File: src/rtl/percept_mac_serial.sv
// percept_mac_serial: serially loaded N-pair signed MAC with step activation and serial result readout
module percept_mac_serial #(
  parameter int SIZE  = 16,
  parameter int N     = 4,
  parameter int ACC_W = 40
) (
  input  logic clk,
  input  logic nRst,
  input  logic rx,
  input  logic load_en,
  input  logic load_sel,
  input  logic start,
  input  logic shift_out,
  output logic busy,
  output logic done,
  output logic fire,
  output logic tx
);
  localparam int IW = (N > 1) ? $clog2(N) : 1;
  localparam int BW = N * SIZE;
  typedef enum logic {IDLE, MAC} state_t;
  state_t state, state_nx;
  logic [BW-1:0] w_bank, x_bank;
  logic signed [ACC_W-1:0] acc, sum, prod_ext;
  logic [ACC_W-1:0] res_sh;
  logic [IW-1:0] idx;
  logic signed [SIZE-1:0] w_cur, x_cur;
  logic signed [2*SIZE-1:0] prod;
  logic last;
  assign w_cur    = w_bank[idx*SIZE +: SIZE];
  assign x_cur    = x_bank[idx*SIZE +: SIZE];
  assign prod     = w_cur * x_cur;
  assign prod_ext = ACC_W'(prod);
  assign sum      = acc + prod_ext;
  assign last     = (idx == IW'(N - 1));
  assign busy     = (state == MAC);
  assign tx       = res_sh[ACC_W-1];
  // State register; reset mid-pass simply drops back to IDLE
  always_ff @(posedge clk or negedge nRst)
    if (!nRst) state <= IDLE;
    else state <= state_nx;
  // Next state: start launches a pass, the last pair ends it
  always_comb begin
    state_nx = state;
    state_nx = (state == IDLE) ? (start ? MAC : IDLE) : (last ? IDLE : MAC);
  end
  // Datapath: bank shift chains and readout in IDLE, accumulate and complete in MAC
  always_ff @(posedge clk or negedge nRst)
    if (!nRst) begin
      w_bank <= '0;
      x_bank <= '0;
      acc    <= '0;
      res_sh <= '0;
      idx    <= '0;
      done   <= 1'b0;
      fire   <= 1'b0;
    end else begin
      done <= 1'b0;
      if (state == IDLE) begin
        if (start) begin
          acc <= '0;
          idx <= '0;
        end else if (load_en) begin
          if (load_sel) x_bank <= {x_bank[BW-2:0], rx};
          else w_bank <= {w_bank[BW-2:0], rx};
        end
        if (shift_out) res_sh <= {res_sh[ACC_W-2:0], 1'b0};
      end else begin
        acc <= sum;
        idx <= idx + 1'b1;
        if (last) begin
          res_sh <= sum;
          fire   <= !sum[ACC_W-1] && (|sum);
          done   <= 1'b1;
        end
      end
    end
endmodule
File: config.mk
export PLATFORM = sky130hd
export DESIGN_NAME = percept_mac_serial
export DESIGN_NICKNAME = d
export VERILOG_FILES = /design/src/rtl/percept_mac_serial.sv
export SDC_FILE = /design/constraint.sdc
export NUM_CORES = 1
export LEC_CHECK = 0
export BUFFER_PORTS_ARGS = -buffer_cell sky130_fd_sc_hd__buf_4
export CAP_MARGIN = 15
export CORE_MARGIN = 2
export CORE_UTILIZATION = 40
export CTS_BUF_LIST = sky130_fd_sc_hd__clkbuf_4
export DETAILED_ROUTE_END_ITERATION = 16
export PLACE_DENSITY_LB_ADDON = 0.08
export SKIP_CTS_REPAIR_TIMING = 1
export SLEW_MARGIN = 20
export SYNTH_ARGS = -nofsm -noshare
export SYNTH_HDL_FRONTEND = slang
export SYNTH_SLANG_ARGS = --single-unit
File: constraint.sdc
create_clock -name clk -period 21.1 [get_ports clk]
set_input_delay 0 -clock clk [delete_from_list [all_inputs] [get_ports clk]]
set_output_delay 0 -clock clk [all_outputs]
set_load 0.1 [all_outputs]
==> results.sh, run 1 <==
export IMPL_status="complete, no violations"
export IMPL_clock_skew_ns=0.0433
export IMPL_cts_clk_slew_worst_paths_ns=0.06
export IMPL_drv_slew=0
export IMPL_dr_pass1_iters=5
export IMPL_row_count=85
export IMPL_fin_setup_tns_ns=0
export IMPL_die_height_um=237
export IMPL_max_cap_viol_count=0
export IMPL_cts_htree_levels=3
export IMPL_grt_ovfl_total=0
export IMPL_relSlewSlack_pct=31.0
export IMPL_element_type_at_the_critical_path_start="register"
export IMPL_drtIter0Drc=674
export IMPL_syn_area_cell_um2=10.2
export IMPL_dieArea_um2=56000
export IMPL_synthesis_area_um2=21600
export IMPL_critPathKind="reg2reg"
export IMPL_drt_vias_per_instance=5.08
export IMPL_post_route_period_util_pct=42.8
export IMPL_syn_to_final_growth_pct=7.77
export IMPL_grt_setup_unrepaired="no"
export IMPL_hpwlAfterDp_mm=42.7
export IMPL_initial_cell_density_of_the_core_pct=40.4
export IMPL_synth_yosys_seq_area_share_pct=24.6
export IMPL_asyncSetResetFlopFracSynth_pct=100
export IMPL_antenna_nets_post_route=0
export IMPL_transition_at_the_pin_with_the_smallest_max_transition_slack_ns=1.03
export IMPL_synth_edf_count=0
export IMPL_tritoncts="yes"
export IMPL_grt_usage_pct=20.9
export IMPL_fin_nets=2590
export IMPL_wire_per_inst_um=19.0
export IMPL_fmax_ghz=0.111
export IMPL_synth_largest_area_cell="fa_1"
export IMPL_grt_pass1_wl_mm=91.5
export IMPL_first_global_vias=16000
export IMPL_setup_reg_to_reg_worst_slack_ns=12.07
export IMPL_critical_path_max_fanout=57
export IMPL_mostFrequentLayoutCell="inv_1"
export IMPL_post_route_min_period_ns=9.03
export IMPL_setup_viol=0
export IMPL_critical_path_arrival_ns=9.67
export IMPL_synthesis_nets=2573
export IMPL_finalWirelength_mm=54.9
export IMPL_root_buffer="clkbuf_4"
export IMPL_port_buffers=10
export IMPL_die_width_um=237
export IMPL_mostFrequentLayoutCells="inv_1 (410), fa_1 (330), dfrtp_1 (210)"
export IMPL_synth_cell_types=69
export IMPL_core_um2=53600
export IMPL_grt_max_degree=78
export IMPL_cts_num_sinks=213
export IMPL_worstSetupEndpointType="register"
export IMPL_synth_top_area_share_pct=30.5
export IMPL_num_vias=14700
export IMPL_design_portCount=11
export IMPL_synth_ff_type="dfrtp_1"
export IMPL_post_route_cells_drive_above_1_share_pct=14.6
export IMPL_synthesis_instances=2120
export IMPL_clock_latency_late_sink_ns=0.81
export IMPL_yosys_register_bits=213
export IMPL_finalHoldViolations=0
export IMPL_numCtsBuffers=68
export IMPL_synth_warnings=0
export IMPL_remaining_drc_errors=0
export IMPL_ys_top_cells_by_area="fa_1 (31%), dfrtp_1 (25%), mux2_2 (7.9%)"
export IMPL_holdCritPathClass="in2reg"
export IMPL_clock_tree_buffer_depth=3
export IMPL_final_fill_count=5300
export IMPL_antenna_found_initial=3
export IMPL_cp_data_required_time_ns=21.75
export IMPL_gp_congestion=0.838
## logic make-up (layout without fill, tap and decap cells)
kind of cell / after synthesis / count (layout) / synth area share, %
other cells: 0 / 4 / 0
compound gates: 252 / 252 / 7.99
xor+xnor: 39 / 39 / 1.58
mux: 195 / 195 / 10.4
buf+inv: 503 / 568 / 8.86
simple gates: 472 / 472 / 9.27
fa+ha+maj: 446 / 446 / 37.2
flops: 213 / 213 / 24.6
## critical path: stages (launching register included)
cell and delay (ns):
dfrtp_2 0.34, buf_4 0.62, mux2_2 0.43, o21a_1 0.35, nand2_1 0.23, inv_1 0.08, fa_1 0.76, fa_1 0.46
inv_1 0.33, fa_1 0.63, fa_1 0.55, inv_1 0.05, fa_1 0.48, inv_1 0.05, fa_1 0.47, inv_1 0.05
ha_1 0.41, a211oi_1 0.34, o21ai_0 0.18, a221oi_1 0.52, o21ai_0 0.19, a211oi_2 0.27, xnor2_1 0.16, nor4_2 0.28
nand4b_1 0.12, nor4_1 0.28, a31oi_1 0.13
## final cells by class
type | count | area [um2] | share of cell area [%]
repair buffers | 39 | 335 | 1.44
inverters | 411 | 1540 | 6.62
clock buffers | 96 | 721 | 3.09
well taps | 696 | 871 | 3.74
diodes | 4 | 10.0 | 0.0429
clock inverters | 22 | 91.3 | 0.392
multi-input cells | 1404 | 14400 | 61.8
flip-flops and latches | 213 | 5330 | 22.9
## worst paths after layout
path / start / to / cells after the start
worst max-delay path: idx[1] / fire / 26
worst min-delay path: load_sel / w_bank[1] / 4
worst max register to register: idx[1] / fire / 26
worst min register to register: res_sh[35] / res_sh[35] / 2
max in group asynchronous: nRst / acc[34] / 4
min in group asynchronous: nRst / x_bank[45] / 4
## flip-flops by register name (all words and copies together) (netlist names)
register  count
acc          40
busy          1
w_bank       64
fire          1
res_sh       40
idx           2
x_bank       64
done          1
## through the flow
stage	hold slack (ns)	cells	instance area, um2	utilization (%)	setup slack, ns
3_5_place_dp	0.0364	2756	22400	41.8	12.13
6_report	0.0327	2885	23300	43.5	12.07
4_1_cts	-0.848	2874	23200	43.3	12.06
3_3_place_gp	0.0375	2756	22400	41.8	12.28
2_1_floorplan	-0.296	2120	21600	-	12.95
5_1_grt	0.0240	2885	23300	43.5	11.51
## cells in the mapped netlist (all sizes together) (14+ instances only)
master,n
inv,410
fa,330
dfrtp,213
nand2,201
nor2,186
mux2,151
ha,116
clkbuf,77
o21ai,65
a21oi,41
mux2i,35
a22o,31
xnor2,25
a211oi,19
o21a,19
a221oi,17
and2,17
buf,15
xor2,14
## metal layers
layer	wire length [um]	up-vias	GRT usage (%)	part of all wire (%)
met5	0	-	0	0
met4	1270	0	5.81	2.3
met3	2310	83	4.20	4.2
met2	24800	283	32.4	45
met1	26500	7490	30.0	48
li1	-	6804	-	-
Power of run 1 is not shown: default switching activity piles up to over one toggle a cycle in this logic, so the estimate is an artifact.
==> run 2: changes to the inputs <==
==> constraint.sdc (replaced) <==
create_clock -name clk -period 7.5 [get_ports clk]
set_input_delay 0 -clock clk [delete_from_list [all_inputs] [get_ports clk]]
set_output_delay 0 -clock clk [all_outputs]
set_load 0.1 [all_outputs]
==> run 2 against run 1 <==
Net effect: flip-flop and latch count unchanged; utilization grew 4.9 points; non-clock buffer count is 257 higher; wire length increased by 5.7%; via count is 6.2% higher; cell count increased by 8.9%; first-iteration DRC count rose by 11%.
==> results.sh, run 2 (synthesis results as in run 1) <==
export IMPL_design_portCount=11
export IMPL_wire_per_inst_um=18.5
export IMPL_grt_pass1_wl_mm=94.6
export IMPL_dieArea_um2=56000
export IMPL_root_buffer="clkbuf_4"
export IMPL_setup_viol=0
export IMPL_first_global_vias=17100
export IMPL_port_buffers=10
export IMPL_clock_skew_ns=0.0687
export IMPL_die_width_um=237
export IMPL_holdCritPathClass="in2reg"
export IMPL_grt_usage_pct=21.6
export IMPL_grt_setup_unrepaired="yes"
export IMPL_drt_vias_per_instance=4.96
export IMPL_finalWirelength_mm=58.0
export IMPL_cts_clk_slew_worst_paths_ns=0.07
export IMPL_post_route_min_period_ns=7.49
export IMPL_num_vias=15600
export IMPL_clock_tree_buffer_depth=3
export IMPL_grt_max_degree=121
export IMPL_worst_path_max_delay_cell="fa_1"
export IMPL_worstSetupEndpointType="register"
export IMPL_initial_cell_density_of_the_core_pct=40.4
export IMPL_post_route_cells_drive_above_1_share_pct=26.6
export IMPL_cts_num_sinks=213
export IMPL_dr_pass1_iters=5
export IMPL_drtIter0Drc=746
export IMPL_cts_htree_levels=3
export IMPL_numCtsBuffers=67
export IMPL_max_cap_viol_count=0
export IMPL_element_type_at_the_critical_path_start="register"
export IMPL_mostFrequentLayoutCell="inv_1"
export IMPL_syn_to_final_growth_pct=19.8
export IMPL_cp_common_cell="fa_1"
export IMPL_row_count=85
export IMPL_critical_path_max_fanout=10
export IMPL_remaining_drc_errors=0
export IMPL_critPathKind="reg2reg"
export IMPL_fin_nets=2847
export IMPL_antenna_found_initial=1
export IMPL_mostFrequentLayoutCells="inv_1 (408), fa_1 (316), buf_4 (266)"
export IMPL_status="complete, no violations"
export IMPL_critical_path_max_stage_delay_ns=0.61
export IMPL_die_height_um=237
export IMPL_critical_path_arrival_ns=8.19
export IMPL_core_um2=53600
export IMPL_gp_congestion=0.893
export IMPL_grt_ovfl_total=0
export IMPL_final_cell_count_no_fill=3143
export IMPL_post_route_period_util_pct=99.9
export IMPL_post_place_cells=2980
export IMPL_relSlewSlack_pct=39.1
export IMPL_clock_latency_late_sink_ns=0.81
export IMPL_timing_critical_path_max_delay_family="adder cells"
export IMPL_worst_path_buf_inv=7
export IMPL_drv_slew=0
export IMPL_tritoncts="yes"
export IMPL_finalHoldViolations=0
export IMPL_reg_top3="w_bank x64, x_bank x64"
export IMPL_transition_at_the_pin_with_the_smallest_max_transition_slack_ns=0.914
export IMPL_final_fill_count=5162
export IMPL_antenna_nets_post_route=0
export IMPL_cp_data_required_time_ns=8.19
export IMPL_fmax_ghz=0.133
export IMPL_hpwlAfterDp_mm=46.0
run 2: cell types whose count changed in the layout (fill, tap and decap cells not counted), moves of 6 or more:
cell | before | now
buf_12 | 0 | 12
o21ai_0 | 38 | 26
buf_6 | 0 | 7
fa_1 | 330 | 316
o21ai_1 | 26 | 32
fa_2 | 0 | 14
o21ai_2 | 1 | 7
o21a_1 | 19 | 13
buf_4 | 31 | 266
run 2: metrics by stage:
step | setup WS (ns) | hold WS (ns) | TNS (ns) | util (%) | cell area [um2]
floorplan | 0.0226 | -0.296 | 0 | - | 21700
global placement | -0.206 | 0.0792 | -0.297 | 45.2 | 24200
detailed placement | -0.273 | 0.0683 | -0.401 | 45.2 | 24200
CTS | -0.281 | -0.808 | -0.759 | 46.8 | 25100
global route | -0.236 | -0.000779 | -0.768 | 48.4 | 25900
finish | 0.00634 | 0.0439 | 0 | 48.4 | 25900
run 2: final timing paths:
kind / start / end / slack (ns) / cells past startpoint
max in group asynchronous: nRst / busy / 6.42 / 4
worst min-delay path: rx / w_bank[0] / 0.04 / 3
worst max-delay path: idx[0] / fire / 0.006 / 26
min in group asynchronous: nRst / x_bank[33] / 0.35 / 4
worst min register to register: acc[28] / acc[28] / 0.49 / 2
worst max register to register: idx[0] / fire / 0.006 / 26
run 2: worst register-to-register path: stages, from the launching register on:
cell and delay (ns):
dfrtp_4 0.49, buf_12 0.16, buf_4 0.15, mux4_2 0.53
buf_4 0.18, nand2_1 0.06, fa_1 0.50, inv_1 0.05
fa_1 0.52, fa_1 0.61, fa_2 0.50, fa_1 0.51
inv_1 0.05, fa_1 0.49, inv_1 0.05, ha_1 0.32
a211oi_2 0.23, o21bai_1 0.11, a21oi_2 0.17, o211ai_2 0.14
buf_4 0.17, xor2_1 0.16, or3_4 0.42, nor4_4 0.24
nand4b_1 0.18, nor4_4 0.30, a31oi_1 0.11
run 2: cell type report:
type | count | area [um2] | area share, %
inverters | 411 | 1550 | 5.96
clock buffers | 100 | 751 | 2.90
repair buffers | 296 | 2500 | 9.63
clock inverters | 21 | 120 | 0.463
diodes | 1 | 2.50 | 0.00965
well taps | 696 | 871 | 3.36
multi-input cells | 1405 | 14800 | 57.1
flip-flops and latches | 213 | 5340 | 20.6
run 2: layer usage:
layer	up-vias	share of wire (%)	global-route usage, %	wire [um]
met5	-	0	0	0
met4	0	2.1	6.23	1240
met1	7911	48	31.2	27900
met3	62	4.1	3.61	2370
met2	265	46	33.5	26500
li1	7336	-	-	-
Power of run 2 is left out for the same reason.
==> run 3: changes to the inputs <==
--- a/config.mk
+++ b/config.mk
@@ -5,7 +5,7 @@
 export SDC_FILE = /design/constraint.sdc
 export NUM_CORES = 1
 export LEC_CHECK = 0
-export BUFFER_PORTS_ARGS = -buffer_cell sky130_fd_sc_hd__buf_4
+export BUFFER_PORTS_ARGS = -buffer_cell sky130_fd_sc_hd__buf_2
 export CAP_MARGIN = 15
 export CORE_MARGIN = 2
 export CORE_UTILIZATION = 40
==> run 3 against run 2 <==
Net effect: flip-flop and latch count did not move; clock-buffer cell count fell by 14; maximum frequency rose by 2.7%; clock skew rose by 0.0040 ns; cell area rose by 2.4%; critical endpoint unchanged; via count rose by 1.4%; largest cell class unchanged; worst hold slack improved by 0.0051 ns; die area did not move; critical path depth rose by 1; non-clock buffer count rose by 34; highest routed layer unchanged.
==> results.sh, run 3 (synthesis results as in run 1) <==
export IMPL_r2r_start="idx[0]"
export IMPL_critical_path_max_fanout=8
export IMPL_clock_skew_ns=0.0727
export IMPL_hpwlAfterDp_mm=46.4
export IMPL_critPathKind="reg2reg"
export IMPL_post_route_period_util_pct=97.3
export IMPL_worstSetupEndpoint="fire"
export IMPL_post_route_min_period_ns=7.30
export IMPL_finalHoldViolations=0
export IMPL_drt_vias_per_instance=4.98
export IMPL_gp_congestion=0.871
export IMPL_element_type_at_the_critical_path_start="register"
export IMPL_worst_path_max_delay_cell="fa_2"
export IMPL_worst_setup_path_startpoint="idx[0]"
export IMPL_holdCritPathClass="in2reg"
export IMPL_cts_clk_slew_worst_paths_ns=0.07
export IMPL_cts_num_sinks=213
export IMPL_mostFrequentLayoutCells="inv_1 (398), fa_1 (316), buf_4 (272)"
export IMPL_setup_reg_to_reg_worst_slack_ns=0.20
export IMPL_timing_critical_path_max_delay_family="adder cells"
export IMPL_critical_path_arrival_ns=7.99
export IMPL_worst_path_buf_inv=8
export IMPL_drtIter0Drc=888
export IMPL_critical_path_max_stage_delay_ns=0.60
export IMPL_first_global_vias=17300
export IMPL_die_width_um=237
export IMPL_root_buffer="clkbuf_4"
export IMPL_numCtsBuffers=61
export IMPL_reg_top3="w_bank x64, x_bank x64"
export IMPL_core_um2=53600
export IMPL_mostFrequentLayoutCell="inv_1"
export IMPL_wire_per_inst_um=18.5
export IMPL_setup_viol=0
export IMPL_worstSetupPathDepth=27
export IMPL_antenna_found_initial=2
export IMPL_cp_common_cell="fa_1"
export IMPL_grt_pass1_wl_mm=95.7
export IMPL_cts_htree_levels=2
export IMPL_relSlewSlack_pct=39.3
export IMPL_final_fill_count=5046
export IMPL_drv_slew=0
export IMPL_rr_worst_depth=27
export IMPL_design_portCount=11
export IMPL_die_height_um=237
export IMPL_port_buffers=10
export IMPL_grt_ovfl_total=0
export IMPL_syn_to_final_growth_pct=22.7
export IMPL_transition_at_the_pin_with_the_smallest_max_transition_slack_ns=0.911
export IMPL_row_count=85
export IMPL_tritoncts="yes"
export IMPL_finalWirelength_mm=58.6
export IMPL_remaining_drc_errors=0
export IMPL_cp_data_required_time_ns=8.19
export IMPL_dr_pass1_iters=7
export IMPL_max_cap_viol_count=0
export IMPL_num_vias=15800
export IMPL_grt_max_degree=79
export IMPL_clock_latency_late_sink_ns=0.82
export IMPL_clock_tree_buffer_depth=3
export IMPL_final_core_util_pct=49.5
export IMPL_dieArea_um2=56000
export IMPL_grt_usage_pct=21.6
export IMPL_fin_nets=2874
export IMPL_fmax_ghz=0.137
export IMPL_post_route_cells_drive_above_1_share_pct=29.5
export IMPL_timing_rr_end="fire"
export IMPL_worstSetupEndpointType="register"
export IMPL_antenna_nets_post_route=0
export IMPL_initial_cell_density_of_the_core_pct=40.4
export IMPL_status="complete, no violations"
run 3: cell types whose count changed in the layout (fill, tap and decap cells not counted), moves of 6 or more:
cell      delta
buf_6       +14
clkbuf_4    -13
ha_4        +11
ha_1        -10
inv_1       -10
buf_2        +9
o21ai_1      -8
inv_2        +7
buf_4        +6
o21ai_2      +6
run 3: worst min-delay path by stage:
| stage | slack (ns) | start | to | cells past startpoint |
|---|---|---|---|---|
| floorplan | -0.30 | nRst | acc[0] | 0 |
| global placement | -0.004 | nRst | x_bank[48] | 1 |
| detailed placement | -0.002 | nRst | x_bank[45] | 1 |
| CTS | -0.88 | nRst | acc[14] | 1 |
| global route | 0.02 | start | busy | 4 |
| finish | 0.05 | start | busy | 4 |
run 3: per-layer routing:
metal | track usage (%) | up-vias | routed length, um
li1 | - | 7372 | -
met2 | 33.5 | 298 | 26700
met3 | 3.79 | 94 | 2680
met5 | 0 | - | 0
met1 | 31.2 | 8032 | 27600
met4 | 6.18 | 0 | 1620
run 3: cell type report:
class	count	area, um2	share of cell area [%]
Sequential cell	213	5330	20.1
Tap cell	696	871	3.28
Inverter	411	1550	5.84
Timing Repair Buffer	330	2810	10.6
Antenna cell	1	2.50	0.00943
Clock buffer	86	646	2.43
Clock inverter	28	148	0.556
Multi-Input combinational cell	1404	15200	57.2
run 3: through the flow:
step                hold slack (ns)  instances  cell area, um2  setup TNS, ns  setup WS (ns)
floorplan                    -0.296       2120           21700              0         0.0226
global placement           -0.00446       2986           24200        -0.0863        -0.0863
detailed placement         -0.00250       2986           24200        -0.0980        -0.0980
CTS                          -0.883       3100           25000         -0.147         -0.135
global route                 0.0195       3169           26500        -0.0596        -0.0578
finish                       0.0491       3169           26500              0          0.202
run 3: tightest hold or removal path: cells and delay by family:
kind,cells,cell delay (ns)
buffers and inverters,2,0.67
AND/OR/NAND/NOR,2,0.12
Power of run 3 is left out for the same reason.
